[src/rtl/fpro_dbg_pkg.sv]
// Shared types and constants for the FPro debug bus master.
// States, command opcodes, response codes and frame lengths.
package fpro_dbg_pkg;

    typedef enum logic [2:0] {
        IDLE,
        ADDR,
        DATA,
        BUS_WR,
        BUS_RD,
        RESP
    } state_t;

    localparam logic [7:0] OP_RD   = 8'h52;
    localparam logic [7:0] OP_WR   = 8'h57;
    localparam logic [7:0] RSP_ACK = 8'h06;
    localparam logic [7:0] RSP_NAK = 8'h15;

    localparam int ADDR_BYTES = 3;
    localparam int DATA_BYTES = 4;

endpackage

[src/rtl/fpro_dbg_bus_master.sv]
// Byte-stream debug command to single FPro MMIO read/write transactions.
// Optional inter-byte gap timeout: define FPRO_DBG_TIMEOUT_EN.
module fpro_dbg_bus_master
    import fpro_dbg_pkg::*;
#(
    parameter int ADDR_W      = 21,
    parameter int TIMEOUT_CYC = 1_000_000
) (
    input  logic              clk,
    input  logic              reset,
    input  logic [7:0]        rx_data,
    input  logic              rx_valid,
    output logic              rx_ready,
    output logic [7:0]        tx_data,
    output logic              tx_valid,
    input  logic              tx_ready,
    output logic              mmio_cs,
    output logic              mmio_wr,
    output logic              mmio_rd,
    output logic [ADDR_W-1:0] mmio_addr,
    output logic [31:0]       mmio_wr_data,
    input  logic [31:0]       mmio_rd_data,
    output logic              busy
);

    state_t      state;
    logic [1:0]  cnt;
    logic        is_wr;
    logic [31:0] resp;
    logic [2:0]  len;
    logic        accept;
    logic        timeout;

    assign accept  = rx_valid & rx_ready;
    assign tx_data = resp[31:24];
    assign busy    = (state != IDLE);

`ifdef FPRO_DBG_TIMEOUT_EN
    localparam int GAP_W = $clog2(TIMEOUT_CYC);

    logic [GAP_W-1:0] gap;
    logic             in_frame;

    assign in_frame = (state == ADDR) || (state == DATA);
    assign timeout  = in_frame && !accept &&
                      (gap == GAP_W'(TIMEOUT_CYC - 1));

    always_ff @(posedge clk or negedge reset) begin
        if (!reset) begin
            gap <= '0;
        end else if (accept || !in_frame) begin
            gap <= '0;
        end else if (!timeout) begin
            gap <= gap + 1'b1;
        end
    end
`else
    logic unused_timeout;

    assign unused_timeout = (TIMEOUT_CYC != 0);
    assign timeout        = 1'b0;
`endif

    always_ff @(posedge clk or negedge reset) begin
        if (!reset) begin
            state        <= IDLE;
            cnt          <= '0;
            is_wr        <= 1'b0;
            resp         <= '0;
            len          <= '0;
            mmio_addr    <= '0;
            mmio_wr_data <= '0;
            rx_ready     <= 1'b0;
            tx_valid     <= 1'b0;
            mmio_cs      <= 1'b0;
            mmio_wr      <= 1'b0;
            mmio_rd      <= 1'b0;
        end else begin
            unique case (state)
                IDLE: begin
                    rx_ready <= 1'b1;
                    if (accept) begin
                        if (rx_data == OP_RD || rx_data == OP_WR) begin
                            is_wr <= (rx_data == OP_WR);
                            cnt   <= '0;
                            state <= ADDR;
                        end else begin
                            resp     <= {RSP_NAK, 24'h0};
                            len      <= 3'd1;
                            rx_ready <= 1'b0;
                            tx_valid <= 1'b1;
                            state    <= RESP;
                        end
                    end
                end
                ADDR: begin
                    if (accept) begin
                        // Upper address bits fall off the top of the shifter.
                        mmio_addr <= {mmio_addr[ADDR_W-9:0], rx_data};
                        cnt       <= cnt + 1'b1;
                        if (cnt == 2'(ADDR_BYTES - 1)) begin
                            cnt <= '0;
                            if (is_wr) begin
                                state <= DATA;
                            end else begin
                                rx_ready <= 1'b0;
                                mmio_cs  <= 1'b1;
                                mmio_rd  <= 1'b1;
                                state    <= BUS_RD;
                            end
                        end
                    end else if (timeout) begin
                        resp     <= {RSP_NAK, 24'h0};
                        len      <= 3'd1;
                        rx_ready <= 1'b0;
                        tx_valid <= 1'b1;
                        state    <= RESP;
                    end
                end
                DATA: begin
                    if (accept) begin
                        mmio_wr_data <= {mmio_wr_data[23:0], rx_data};
                        cnt          <= cnt + 1'b1;
                        if (cnt == 2'(DATA_BYTES - 1)) begin
                            cnt      <= '0;
                            rx_ready <= 1'b0;
                            mmio_cs  <= 1'b1;
                            mmio_wr  <= 1'b1;
                            state    <= BUS_WR;
                        end
                    end else if (timeout) begin
                        resp     <= {RSP_NAK, 24'h0};
                        len      <= 3'd1;
                        rx_ready <= 1'b0;
                        tx_valid <= 1'b1;
                        state    <= RESP;
                    end
                end
                BUS_WR: begin
                    mmio_cs  <= 1'b0;
                    mmio_wr  <= 1'b0;
                    resp     <= {RSP_ACK, 24'h0};
                    len      <= 3'd1;
                    tx_valid <= 1'b1;
                    state    <= RESP;
                end
                BUS_RD: begin
                    // Slot mux data is sampled on the edge closing the strobe.
                    mmio_cs  <= 1'b0;
                    mmio_rd  <= 1'b0;
                    resp     <= mmio_rd_data;
                    len      <= 3'd4;
                    tx_valid <= 1'b1;
                    state    <= RESP;
                end
                RESP: begin
                    if (tx_valid && tx_ready) begin
                        resp <= {resp[23:0], 8'h00};
                        len  <= len - 1'b1;
                        if (len == 3'd1) begin
                            tx_valid <= 1'b0;
                            rx_ready <= 1'b1;
                            state    <= IDLE;
                        end
                    end
                end
                default: begin
                    rx_ready <= 1'b0;
                    tx_valid <= 1'b0;
                    mmio_cs  <= 1'b0;
                    mmio_wr  <= 1'b0;
                    mmio_rd  <= 1'b0;
                    state    <= IDLE;
                end
            endcase
        end
    end

endmodule

[config.mk]
export PLATFORM = sky130hd
export DESIGN_NAME = fpro_dbg_bus_master
export DESIGN_NICKNAME = d
export VERILOG_FILES = /design/src/rtl/fpro_dbg_pkg.sv /design/src/rtl/fpro_dbg_bus_master.sv
export SDC_FILE = /design/constraint.sdc
export NUM_CORES = 1
export LEC_CHECK = 0
export ABC_CLOCK_PERIOD_IN_PS = 1700
export BUFFER_PORTS_ARGS = -buffer_cell sky130_fd_sc_hd__buf_2
export CAP_MARGIN = 15
export CORE_MARGIN = 5
export CORE_UTILIZATION = 48
export CTS_BUF_LIST = sky130_fd_sc_hd__clkbuf_16
export DETAILED_ROUTE_END_ITERATION = 10
export PLACE_DENSITY = 0.87
export SLEW_MARGIN = 5
export SYNTH_ARGS = -nofsm -noshare
export SYNTH_HDL_FRONTEND = slang
export SYNTH_SLANG_ARGS = --single-unit
[constraint.sdc]
create_clock -name clk -period 1.7 [get_ports clk]
set_clock_uncertainty 0.05 [all_clocks]
set_input_delay 0.34 -clock clk [delete_from_list [all_inputs] [get_ports clk]]
set_output_delay 0.34 -clock clk [all_outputs]
set_load 0.01 [all_outputs]
==> results.txt <==
result of the run: finished with violations
failing checks: setup timing
TritonCTS clock tree: built
final wirelength: 12900 um
number of placed cells counting well taps: 596
critical-path maximum fanout: 6
RD Place Congestion: 0.890
proportion of netlist area held by the largest area contributor: 0.539
final net count: 544
vias after detailed routing: 3472
first-pass GRT wire length: 19000 um
Antenna Violating Nets Remaining: 0
number of pins exceeding their max-slew limit in the final report: 0
nets in the synthesized netlist: 400
antenna violations before repair: 1
cts bufs inserted: 9
maximum number of pins on one net before global-route repair: 55
gate count of the mapped netlist: 350
met1 usage: 0.273
endpoint required time on the critical path: 1310 ps
static leakage: 3.21 nW
start of the worst register-to-register path: state[2]
Area Growth Syn to Fin: 35.4%
worst-case vdd ir drop: 0.000950 V
io pins: 111
cell with the largest stage delay on the worst path: dfrtp_2
y dimension of the die: 108 um
biggest area consumer among synthesized cells: dfrtp_1
post-synthesis cell type count: 43
min-delay src: mmio_rd_data[2]
via density per instance: 5.53
class of the tightest hold or removal check: primary input to flip-flop
Top cell by count, worst path: buf_6
global router's overall resource usage: 0.209
count of clock tree sinks: 99
starting utilization of the core area: 0.495
overall power: 9.39 mW
wire per inst: 20.6 um
Post-synth ARST share: 1.00
ys flop type: dfrtp_1
finished layout cell area: 6230 um2
share of the yosys chip area belonging to registers: 0.539
count of flip-flops with a built-in enable after synthesis: 0
final setup violating endpoints: 61
Clock Pin Slew Worst Setup and Hold Paths: 70 ps
area of the mapped netlist: 4600 um2
share of the cycle needed by the critical path after routing: 1.11
library cell used as clock root buffer: clkbuf_16
met3 usage in global routing: 0.0372
share of final-layout standard cells stronger than drive strength 1: 0.552
unrepaired setup endpoints after global routing: yes
longest individual stage delay on the worst path: 460 ps
PD cells: 1510 nW/um2
filler cell count in the final layout: 641
busiest layer in global routing: met2
Total Die Area: 11600 um2
clock insertion delay at the later pin of the skew report: 340 ps
post-placement setup slack: -280 ps
horizontal extent of the die: 108 um
top cells by area, synth: dfrtp_1 54%, mux2_2 15%, mux2_4 5.9%, mux2i_1 5.7%, nor2_1 2.2%
crit path kind: flip-flop to output pin
startpoint of the worst setup timing path: state[1]
number of iterations in the first detailed-routing pass: 5
via count of the first global-routing pass: 3583
list of cells traversed by the critical path: or3_4 -> buf_6 -> buf_6
data arrival time of the critical path: 1490 ps
time the final worst path needs with I/O delays and setup: 1880 ps
Iteration-0 DRC Markers: 268
reported max-cap violation count: 0
worst max-slew margin expressed relative to the limit: 0.680
GRT overflow: 0
total DRC errors in the routed layout: 0
count of input and output buffers: 110
crit path capture type: output pin
slew at the pin closest to its max-slew limit: 480 ps
met2 Use GR: 0.358
number of storage elements in the synthesis netlist: 99
final setup margin: -179 ps
number of cell rows: 35
clock tree buffer depth: 2
Final Hold Violating Endpoints: 0
number of non-filler instances in the completed layout: 628
placeable core area: 9280 um2
leading cell type in the layout, fill and taps excluded: buf_2
Synthesis Warnings: 0
# H-tree levels: 3
post-detail-place hpwl: 7880 um
type of origin of the critical path: flip-flop
placed standard-cell area: 5450 um2
mean area per synthesized cell: 13.1 um2
Fmax: 532 MHz
commonest cells after routing, fill and taps aside: 108 x buf_2, 97 x dfrtp_1, 62 x mux2_4
## logic make-up (layout without fill, tap and decap cells)
kind of cell,after synthesis,count (layout),share of synthesized area
AO/OA/AOI/OAI,45,45,0.0705
other,0,1,0
flip-flops,99,99,0.539
AND/OR/NAND/NOR,56,56,0.0582
buffers and inverters,37,185,0.0473
multiplexers,106,106,0.267
XOR/XNOR,1,1,0.00190
adder cells (fa/ha/maj),6,6,0.0163
## synth_stat cells, types with 2 or more instances
cell      instances
a22oi_1           3
nor2b_1           4
buf_4             8
nand2b_1          2
o22ai_1           2
nand2_1          10
nand3_1           3
mux2i_1          26
mux2_2           62
dfrtp_1          99
a41oi_1           3
or3_1             2
nor2_1           27
clkbuf_1          5
a31oi_1           3
inv_1             9
a21oi_1           8
ha_1              6
buf_6             5
mux2_4           18
o211ai_1          5
a22o_1            8
o21ai_0           4
buf_2             9
## routing by layer
layer	wire length, um	part of all wire	vias up
li1	-	-	1535
met1	5180	0.40	1742
met2	6630	0.51	165
met3	806	0.062	30
met4	328	0.025	0
met5	0	0	-
## critical path: cells and delay by family (launching register included)
kind	cells	cell delay, ps
flops	1	460
simple gates	1	440
buf+inv	2	250
## final cells by class
cell class                 instances  area (um2)  area share
antenna                            1        2.50    0.000402
clock buffer                       9         225      0.0362
clock inverter                     6        73.8      0.0119
inverter                           9        33.8     0.00543
multi-input combinational        214        2150       0.345
sequential                        99        2480       0.398
tap                              129         161      0.0259
timing repair buffer             161        1100       0.177
## per-stage QoR
stage | TNS (ps) | utilization | hold WS (ps)
floorplan | -2900 | - | -5.59
global placement | -5040 | 0.587 | 165
detailed placement | -6120 | 0.587 | 171
CTS | -6210 | 0.645 | 164
global route | -10300 | 0.671 | 171
finish | -8590 | 0.671 | 165
## registers in the layout (all words and copies together), names as in the netlist
signal	cells
mmio_wr_data	32
len	3
mmio_wr	1
mmio_cs	1
mmio_rd	1
rx_ready	1
resp	32
state	3
cnt	2
mmio_addr	21
tx_valid	1
is_wr	1
## what timing repair did
| item | in CTS | in global routing |
|---|---|---|
| endpoints found under the hold margin | 15 | 0 |
| buffers inserted | 7 | 3 |
| hold buffers | 1 | 0 |
| endpoints found under the setup margin | 57 | 94 |
| cloned | 3 | 3 |
| pin swaps | 3 | 5 |
| gates resized for setup | 26 | 48 |
## power breakdown
part	switching [mW]	internal (mW)
logic	1.94	2.08
registers	0.410	2.88
clock network	0.927	1.15
total	3.28	6.11
## worst paths after layout
path | end | slack (ps) | cells past startpoint
worst max-delay path | busy | -180 | 3
worst min-delay path | resp[2] | 170 | 2
worst max register to register | mmio_wr_data[15] | -180 | 6
worst min register to register | mmio_wr_data[25] | 460 | 1
max in group asynchronous | mmio_addr[0] | 590 | 3
min in group asynchronous | mmio_addr[15] | 370 | 2
Power figures use the tool's default switching activity.
